## src/rtl/dds_multichannel_core.sv

```systemverilog
// Time-multiplexed multi-channel DDS core with double-buffered
// per-channel settings and a valid/ready sample stream.
module dds_multichannel_core #(
    parameter int CHANNELS = 2,
    parameter int ACC_W    = 24,
    parameter int SAMPLE_W = 12,
    parameter int AMP_W    = 11,
    localparam int CH_W    = (CHANNELS > 1) ? $clog2(CHANNELS) : 1
) (
    input  logic                clk,
    input  logic                rst,
    input  logic                sample_tick,
    input  logic                cfg_we,
    input  logic [CH_W-1:0]     cfg_ch,
    input  logic [1:0]          cfg_addr,
    input  logic [ACC_W-1:0]    cfg_data,
    output logic                out_valid,
    input  logic                out_ready,
    output logic [SAMPLE_W-1:0] out_sample,
    output logic [CH_W-1:0]     out_ch,
    output logic                out_last,
    output logic                busy,
    output logic                overrun,
    input  logic                overrun_clr
);

    localparam int MID = 1 << (SAMPLE_W - 1);
    localparam int PW  = SAMPLE_W + AMP_W + 2;

    typedef enum logic [1:0] {
        IDLE,
        CALC,
        EMIT
    } state_t;

    state_t state;
    state_t state_nx;

    logic [CH_W-1:0]     ch;
    logic [ACC_W-1:0]    acc      [CHANNELS];
    logic [ACC_W-1:0]    sh_tw    [CHANNELS];
    logic [SAMPLE_W-1:0] sh_off   [CHANNELS];
    logic [AMP_W-1:0]    sh_amp   [CHANNELS];
    logic [1:0]          sh_shape [CHANNELS];
    logic [SAMPLE_W-1:0] act_off  [CHANNELS];
    logic [AMP_W-1:0]    act_amp  [CHANNELS];
    logic [1:0]          act_shape[CHANNELS];

    logic tick_ok;
    logic xfer;
    logic last_ch;
    logic cfg_hit;

    logic [SAMPLE_W-1:0]   phase;
    logic [SAMPLE_W-2:0]   tri_t;
    logic [SAMPLE_W-1:0]   wave;
    logic signed [SAMPLE_W:0] dev;
    logic signed [PW-1:0]  prod;
    logic [SAMPLE_W-1:0]   sample_nx;

    assign tick_ok = sample_tick && (state == IDLE);
    assign xfer    = (state == EMIT) && out_ready;
    assign last_ch = (ch == CH_W'(CHANNELS - 1));
    assign cfg_hit = cfg_we && ({1'b0, cfg_ch} < (CH_W + 1)'(CHANNELS));

    assign busy      = (state != IDLE);
    assign out_valid = (state == EMIT);
    assign out_last  = out_valid && (out_ch == CH_W'(CHANNELS - 1));

    // Shadow bank: written by control, copied to active only on a tick
    always_ff @(posedge clk or negedge rst) begin
        if (!rst) begin
            for (int i = 0; i < CHANNELS; i++) begin
                sh_tw[i]    <= '0;
                sh_off[i]   <= '0;
                sh_amp[i]   <= '0;
                sh_shape[i] <= '0;
            end
        end else if (cfg_hit) begin
            case (cfg_addr)
                2'd0: sh_tw[cfg_ch]    <= cfg_data;
                2'd1: sh_off[cfg_ch]   <= cfg_data[SAMPLE_W-1:0];
                2'd2: sh_amp[cfg_ch]   <= cfg_data[AMP_W-1:0];
                2'd3: sh_shape[cfg_ch] <= cfg_data[1:0];
                default: ;
            endcase
        end
    end

    always_ff @(posedge clk or negedge rst) begin
        if (!rst) begin
            for (int i = 0; i < CHANNELS; i++) begin
                acc[i]       <= '0;
                act_off[i]   <= '0;
                act_amp[i]   <= '0;
                act_shape[i] <= '0;
            end
        end else if (tick_ok) begin
            for (int i = 0; i < CHANNELS; i++) begin
                acc[i]       <= acc[i] + sh_tw[i];
                act_off[i]   <= sh_off[i];
                act_amp[i]   <= sh_amp[i];
                act_shape[i] <= sh_shape[i];
            end
        end
    end

    always_ff @(posedge clk or negedge rst) begin
        if (!rst) begin
            state <= IDLE;
        end else begin
            state <= state_nx;
        end
    end

    always_comb begin
        state_nx = state;
        unique case (state)
            IDLE:    if (sample_tick) state_nx = CALC;
            CALC:    state_nx = EMIT;
            EMIT:    if (out_ready) state_nx = last_ch ? IDLE : CALC;
            default: state_nx = IDLE;
        endcase
    end

    always_comb begin
        phase = acc[ch][ACC_W-1 -: SAMPLE_W] + act_off[ch];
        tri_t = phase[SAMPLE_W-2:0];
        wave  = phase;
        unique case (act_shape[ch])
            2'd0: wave = phase;
            2'd1: wave = phase[SAMPLE_W-1] ? {~tri_t, 1'b0} : {tri_t, 1'b0};
            2'd2: wave = phase[SAMPLE_W-1] ? '0 : '1;
            2'd3: wave = ~phase;
        endcase
        dev  = {1'b0, wave} - (SAMPLE_W + 1)'(MID);
        // Signed deviation times unsigned gain; arithmetic shift floors
        prod = PW'(dev) * $signed(PW'({1'b0, act_amp[ch]}));
        sample_nx = SAMPLE_W'(prod >>> AMP_W) + SAMPLE_W'(MID);
    end

    always_ff @(posedge clk or negedge rst) begin
        if (!rst) begin
            ch         <= '0;
            out_sample <= '0;
            out_ch     <= '0;
        end else begin
            if (tick_ok) begin
                ch <= '0;
            end else if (xfer && !last_ch) begin
                ch <= ch + CH_W'(1);
            end
            if (state == CALC) begin
                out_sample <= sample_nx;
                out_ch     <= ch;
            end
        end
    end

    always_ff @(posedge clk or negedge rst) begin
        if (!rst) begin
            overrun <= 1'b0;
        end else if (sample_tick && busy) begin
            overrun <= 1'b1;
        end else if (overrun_clr) begin
            overrun <= 1'b0;
        end
    end

endmodule

```

## config.mk

```make
export PLATFORM = sky130hd
export DESIGN_NAME = dds_multichannel_core
export DESIGN_NICKNAME = d
export VERILOG_FILES = /design/src/rtl/dds_multichannel_core.sv
export SDC_FILE = /design/constraint.sdc
export NUM_CORES = 1
export LEC_CHECK = 0
export ABC_AREA = 1
export BUFFER_PORTS_ARGS = -buffer_cell sky130_fd_sc_hd__buf_4
export CAP_MARGIN = 0
export CORE_MARGIN = 3
export CORE_UTILIZATION = 40
export DETAILED_ROUTE_END_ITERATION = 10
export GPL_ROUTABILITY_DRIVEN = 0
export PLACE_DENSITY_LB_ADDON = 0.25
export SYNTH_ARGS = -nofsm -noshare
export SYNTH_HDL_FRONTEND = slang
export SYNTH_SLANG_ARGS = --single-unit
```

## constraint.sdc

```tcl
create_clock -name clk -period 15.2 [get_ports clk]
set_input_delay 3.04 -clock clk [delete_from_list [all_inputs] [get_ports clk]]
set_output_delay 3.04 -clock clk [all_outputs]
set_load 0.01 [all_outputs]
```

# Word level (Yosys, flattened, before mapping)
# Cells that the tools add are included.
# totals
wordCells	98
ff_bits	213
# op_classes
reduce_logical	18
magnitude_cmp	3
eq_ne	10
n_addsub	6
multipliers	1
bitwise_logic	4
mux	35
# ops
cell	n
24-bit two-way mux	4
12-bit two-way mux	6
24-bit adder	2
48-bit bitwise mux	1
12-bit one-hot mux with 4 select lines	1
11-bit two-way mux	4
24-bit bitwise mux	1
24-bit demux with 1-bit select	1
13-bit by 12-bit multiplier with 23-bit output	1
22-bit bitwise mux	1
12-bit by 12-bit subtractor with 13-bit output, second input constant	1
12-bit adder	1
12-bit adder, second input constant	1
12-bit demux with 1-bit select	1
2-bit two-way mux	6
12-bit NOT	1
11-bit demux with 1-bit select	1
11-bit NOT	1
2-bit == test, second input constant	5
2-bit AND reduction	5
2-bit by 1-bit == test with 1-bit output, second input constant	3
1-bit logical AND	6
2-bit logical NOT	3
2-bit one-hot mux with 3 select lines	1
other kinds (11)	19

# Longest topological paths before layout
# logic_depth
ltp_word	11
depth_mapped	43
ltp_nobuf	40

# Worst setup path before layout
# OpenSTA, ideal clock, no wires.
# synth_path
kind	register to register
start	reg ch
end	reg out_sample[10]
stages_incl_launch_ff	41
path_slack_ps	7820
period_less_slack_ps	7380
n_path_buf	4
t_arrival_ps	7252
setup_time_ps	128
path_cell_list	dfrtp_1 buf_6 clkbuf_1 clkbuf_1 nand2_1 nand2_1 ha_1 inv_1 fa_1 o21ai_1 nand2_1 nand2_1 a21o_1 nand2_1 nand2_1 a21oi_2 o21ai_1 a21oi_1 [5 not listed] buf_6 nand2_1 fa_1 inv_1 fa_1 fa_1 fa_1 inv_1 fa_1 inv_1 ha_1 inv_1 nor3_1 a21oi_1 o21ai_0 a31oi_1 xor2_1 o21ai_1
# synth_via
elab_chain_len	11
# synth_rtl
item	line_no	text
start, declared	39	logic [CH_W-1:0] ch;
start signal, assigned	151	ch <= ch + CH_W'(1);
1-bit NOT with 2-bit output (implied by the code) *	127, 130, 138	
24-bit two-way mux (implied by the code) / 12-bit two-way mux (equally long branches) (3 in a row)	127	phase = acc[ch][ACC_W-1 -: SAMPLE_W] + act_off[ch];
12-bit adder	127	
11-bit NOT	132	2'd1: wave = phase[SAMPLE_W-1] ? {~tri_t, 1'b0} : {tri_t, 1'b0};
12-bit two-way mux	132	
12-bit one-hot mux with 4 select lines	130	unique case (act_shape[ch])
12-bit by 12-bit subtractor with 13-bit output	136	dev = {1'b0, wave} - (SAMPLE_W + 1)'(MID);
13-bit by 12-bit multiplier with 23-bit output *	138	prod = PW'(dev) * $signed(PW'({1'b0, act_amp[ch]}));
12-bit adder *	139	sample_nx = SAMPLE_W'(prod >>> AMP_W) + SAMPLE_W'(MID);
end signal, assigned	154	out_sample <= sample_nx;
end, declared	19	output logic [SAMPLE_W-1:0] out_sample,
# Every way passes the cells marked *; elsewhere a longest branch is shown, timed or not. The select of a mux whose other input is x is not followed.
# A chain may end at the register's enable or synchronous reset.

# Final worst setup path
# layout_path
start	reg ch
end	reg out_sample[11]
# The elaborated chain is that of the path after synthesis.

==> reports/qor.yml <==
run_status: "complete, no violations"
drive_above_1_share_pct: 6.67
worst-setup-path-type: "flip-flop to flip-flop"
synth-compound-area-share_pct: 10.6
pin_count: 50
grt_pass1_vias: 12696
cp-start-kind: "flip-flop"
post-route-min-period_ps: 8310
htreeDepth: 1
clock_tree.root_cell: "clkbuf_16"
area_overhead_vs_synth_pct: 10.5
final-hold-violation-count: 0
core-area_sq_um: 39200
worst_r2r_startpoint: "ch"
holdCritStartpoint: "act_off[1]"
antenna_violating_nets_remaining: 0
mappedNetlistNets: 2287
dpl-instance-area_sq_um: 17000
dpl.hpwl_microns: 28900
setup_repair_after_global_routing_missed_its_margin: "false"
worst_clock_skew_ps: 12.4
ys_warn_count: 0
row_count: 72
cts.repair_timing.setup_buffer_count: 0
tritoncts: "done"
overall_routing_resource_usage_pct: 18.3
fp.dieW_microns: 207
cts_inserted_buffers: 25
footprint_of_the_multi_input_gates_sq_um: 9360
final-seq-area_sq_um: 5330
post_synth_main_area_contributors: "dfrtp_1 33%, nand2_1 15%, fa_1 15%"
synthesis.area_sq_um: 16100
syn_inst: 2026
setup.reg_to_reg.worst_slack_ps: 6890
fmax_mhz: 120
detail_route.drc_violations: 0
synth-edff-count: 0
timing.slew.headroom_pct: 24.0
grt_pass1_wl_microns: 63800
chipHeight_microns: 207
slowest_cp_cell: "a32oi_1"
dieArea_sq_um: 42700
postRouteWirelength_microns: 37700
final.period_utilization_pct: 54.7
post_synth_and_or_nand_nor_area_fraction_pct: 20.8
syn_area_per_cell_sq_um: 7.95
post_cts_resized: 0
avgViaCountPerCell: 4.92
detailroute.via_count: 12734
numPortBuffers: 49
yosys.area_share.xor_xnor_pct: 3.15
ys_top_cells_by_count: "662 x nand2_1, 298 x inv_1, 213 x dfrtp_1"
holdCritPathClass: "flip-flop to flip-flop"
synth_adder_area_share_pct: 23.5
arrival_ps: 8780
layout.cell_area.non_filler_sq_um: 17800
yosys.area.top_type_share_pct: 33.1
final_report_max_slew_violation_count: 0
count_of_tritonroute_iterations_in_the_first_routing_pass: 5
per_cell_routed_wire_length_microns: 14.6
antenna_found_initial: 0
synth.ff_latch_count: 213
reg2reg_to: "out_sample[11]"
report.final.setup_viol: 0
category_of_the_worst_setup_path_capture_point: "flip-flop"
synth_most_common_cell: "nand2_1"
yosysTopAreaCell: "dfrtp_1"
global_route.overflow_total: 0
cp_data_required_time_ps: 15670
cell_variety_after_synth: 52
initial_utilization_pct: 41.1
holdPathEnd: "act_off[1]"
drt-initial-drc-count: 790
insertedDiodeCount: 0
critical_path_peak_fanout: 48
final.setup.tns_ps: 0
design.final.nets: 2313
postCtsHoldBufs: 0
worst-slew-pin-transition_ps: 1130
clk-insertion-delay-late_ps: 530
maxCapViolations: 0
most_common_cell_on_crit_path: "fa_1"
share_of_flip_flops_with_an_asynchronous_set_or_reset_after_synthesis_pct: 100
cp_slowest_stage_delay_ps: 930
worst_hold_path.num_cells: 2
muxShareOfSynthArea_pct: 0
grt_start_max_net_pins: 131
cts_sinks: 213
clk_transition_reported_paths_ps: 60
filler_cell_count: 3870
finish.utilization_pct: 45.5
reg2reg_depth: 33
cts-root-to-sink-buffers: 3
synth_top_family_by_area: "adder cells"
synth_seq_area_share_pct: 33.1
yosys_most_used_dff: "dfrtp_1"
-- flip-flops by register name, indices dropped and copies added, names as in the netlist --
| name | flops |
|---|---|
| acc | 48 |
| sh_tw | 48 |
| act_off | 24 |
| sh_off | 24 |
| act_amp | 22 |
| sh_amp | 22 |
| out_sample | 12 |
| act_shape | 4 |
| sh_shape | 4 |
| state | 2 |
| ch | 1 |
| out_ch | 1 |
| overrun | 1 |
-- routing by layer --
metal / global-route usage (%) / wire [microns] / vias to the layer above
li1: - / - / 6393
met1: 26.5 / 18400 / 6074
met2: 29.9 / 17200 / 219
met3: 2.16 / 1480 / 48
met4: 3.78 / 659 / 0
met5: 0 / 0 / -
-- worst max-delay path: cells and delay by family, from the launching register on --
family / cells / cell delay, ps
adders and majority gates: 7 / 3160
AOI/OAI and AO/OA: 7 / 1970
and+or+nand+nor: 11 / 1410
buffers and inverters: 7 / 1230
DFF: 1 / 320
xor gates and xnor gates: 1 / 140
-- worst max-delay path by stage --
stage                     cells past startpoint  slack, ps  start        endpoint
after CTS                                    34       6890     ch  out_sample[11]
after global routing                         33       6170     ch  out_sample[11]
after floorplan                              40       7820     ch  out_sample[10]
after global placement                       33       7170     ch  out_sample[11]
final                                        33       6890     ch  out_sample[11]
after detailed placement                     34       6910     ch  out_sample[11]
-- metrics by stage --
stage	std cells	hold WS, ps	setup slack, ps
2_1_floorplan	2026	434	7820
3_3_place_gp	2543	456	7170
3_5_place_dp	2543	456	6910
4_1_cts	2587	470	6890
5_1_grt	2587	492	6170
6_report	2587	465	6890
-- layout make-up --
class | instances | area share (%)
Clock buffer | 35 | 4.12
Clock inverter | 9 | 0.604
Sequential cell | 213 | 29.9
Inverter | 314 | 6.62
Timing Repair Buffer | 59 | 2.53
Multi-Input combinational cell | 1439 | 52.6
Tap cell | 518 | 3.64
-- cell families after synthesis --
kind of cell | Yosys count
AND/OR/NAND/NOR | 838
buffers and inverters | 374
AO/OA/AOI/OAI | 315
adder cells (fa/ha/maj) | 228
flip-flops | 213
XOR/XNOR | 58
-- layout by cell type, fill, tap and decap left out, types with 3 or more instances in the layout --
cell       instances
a21oi_1           73
a31oi_1           12
buf_4             58
clkbuf_1           3
clkbuf_16         25
clkbuf_8           7
clkinv_1           8
clkinv_2           5
dfrtp_1          213
fa_1             124
ha_1             104
inv_1            297
inv_2              8
nand2_1          662
nand2_2            8
nand3_1           57
nand4_1            8
nor2_1            68
nor3_1             9
nor4_1             5
o21a_1             3
o21ai_0          185
o21ai_1           14
o21bai_1           5
o221ai_1           3
or2_2              7
xnor2_1           28
xor2_1            30
Power is left out: the tool's default activity adds up to more than one toggle a clock period on the data nets, which glitch-free logic cannot reach.
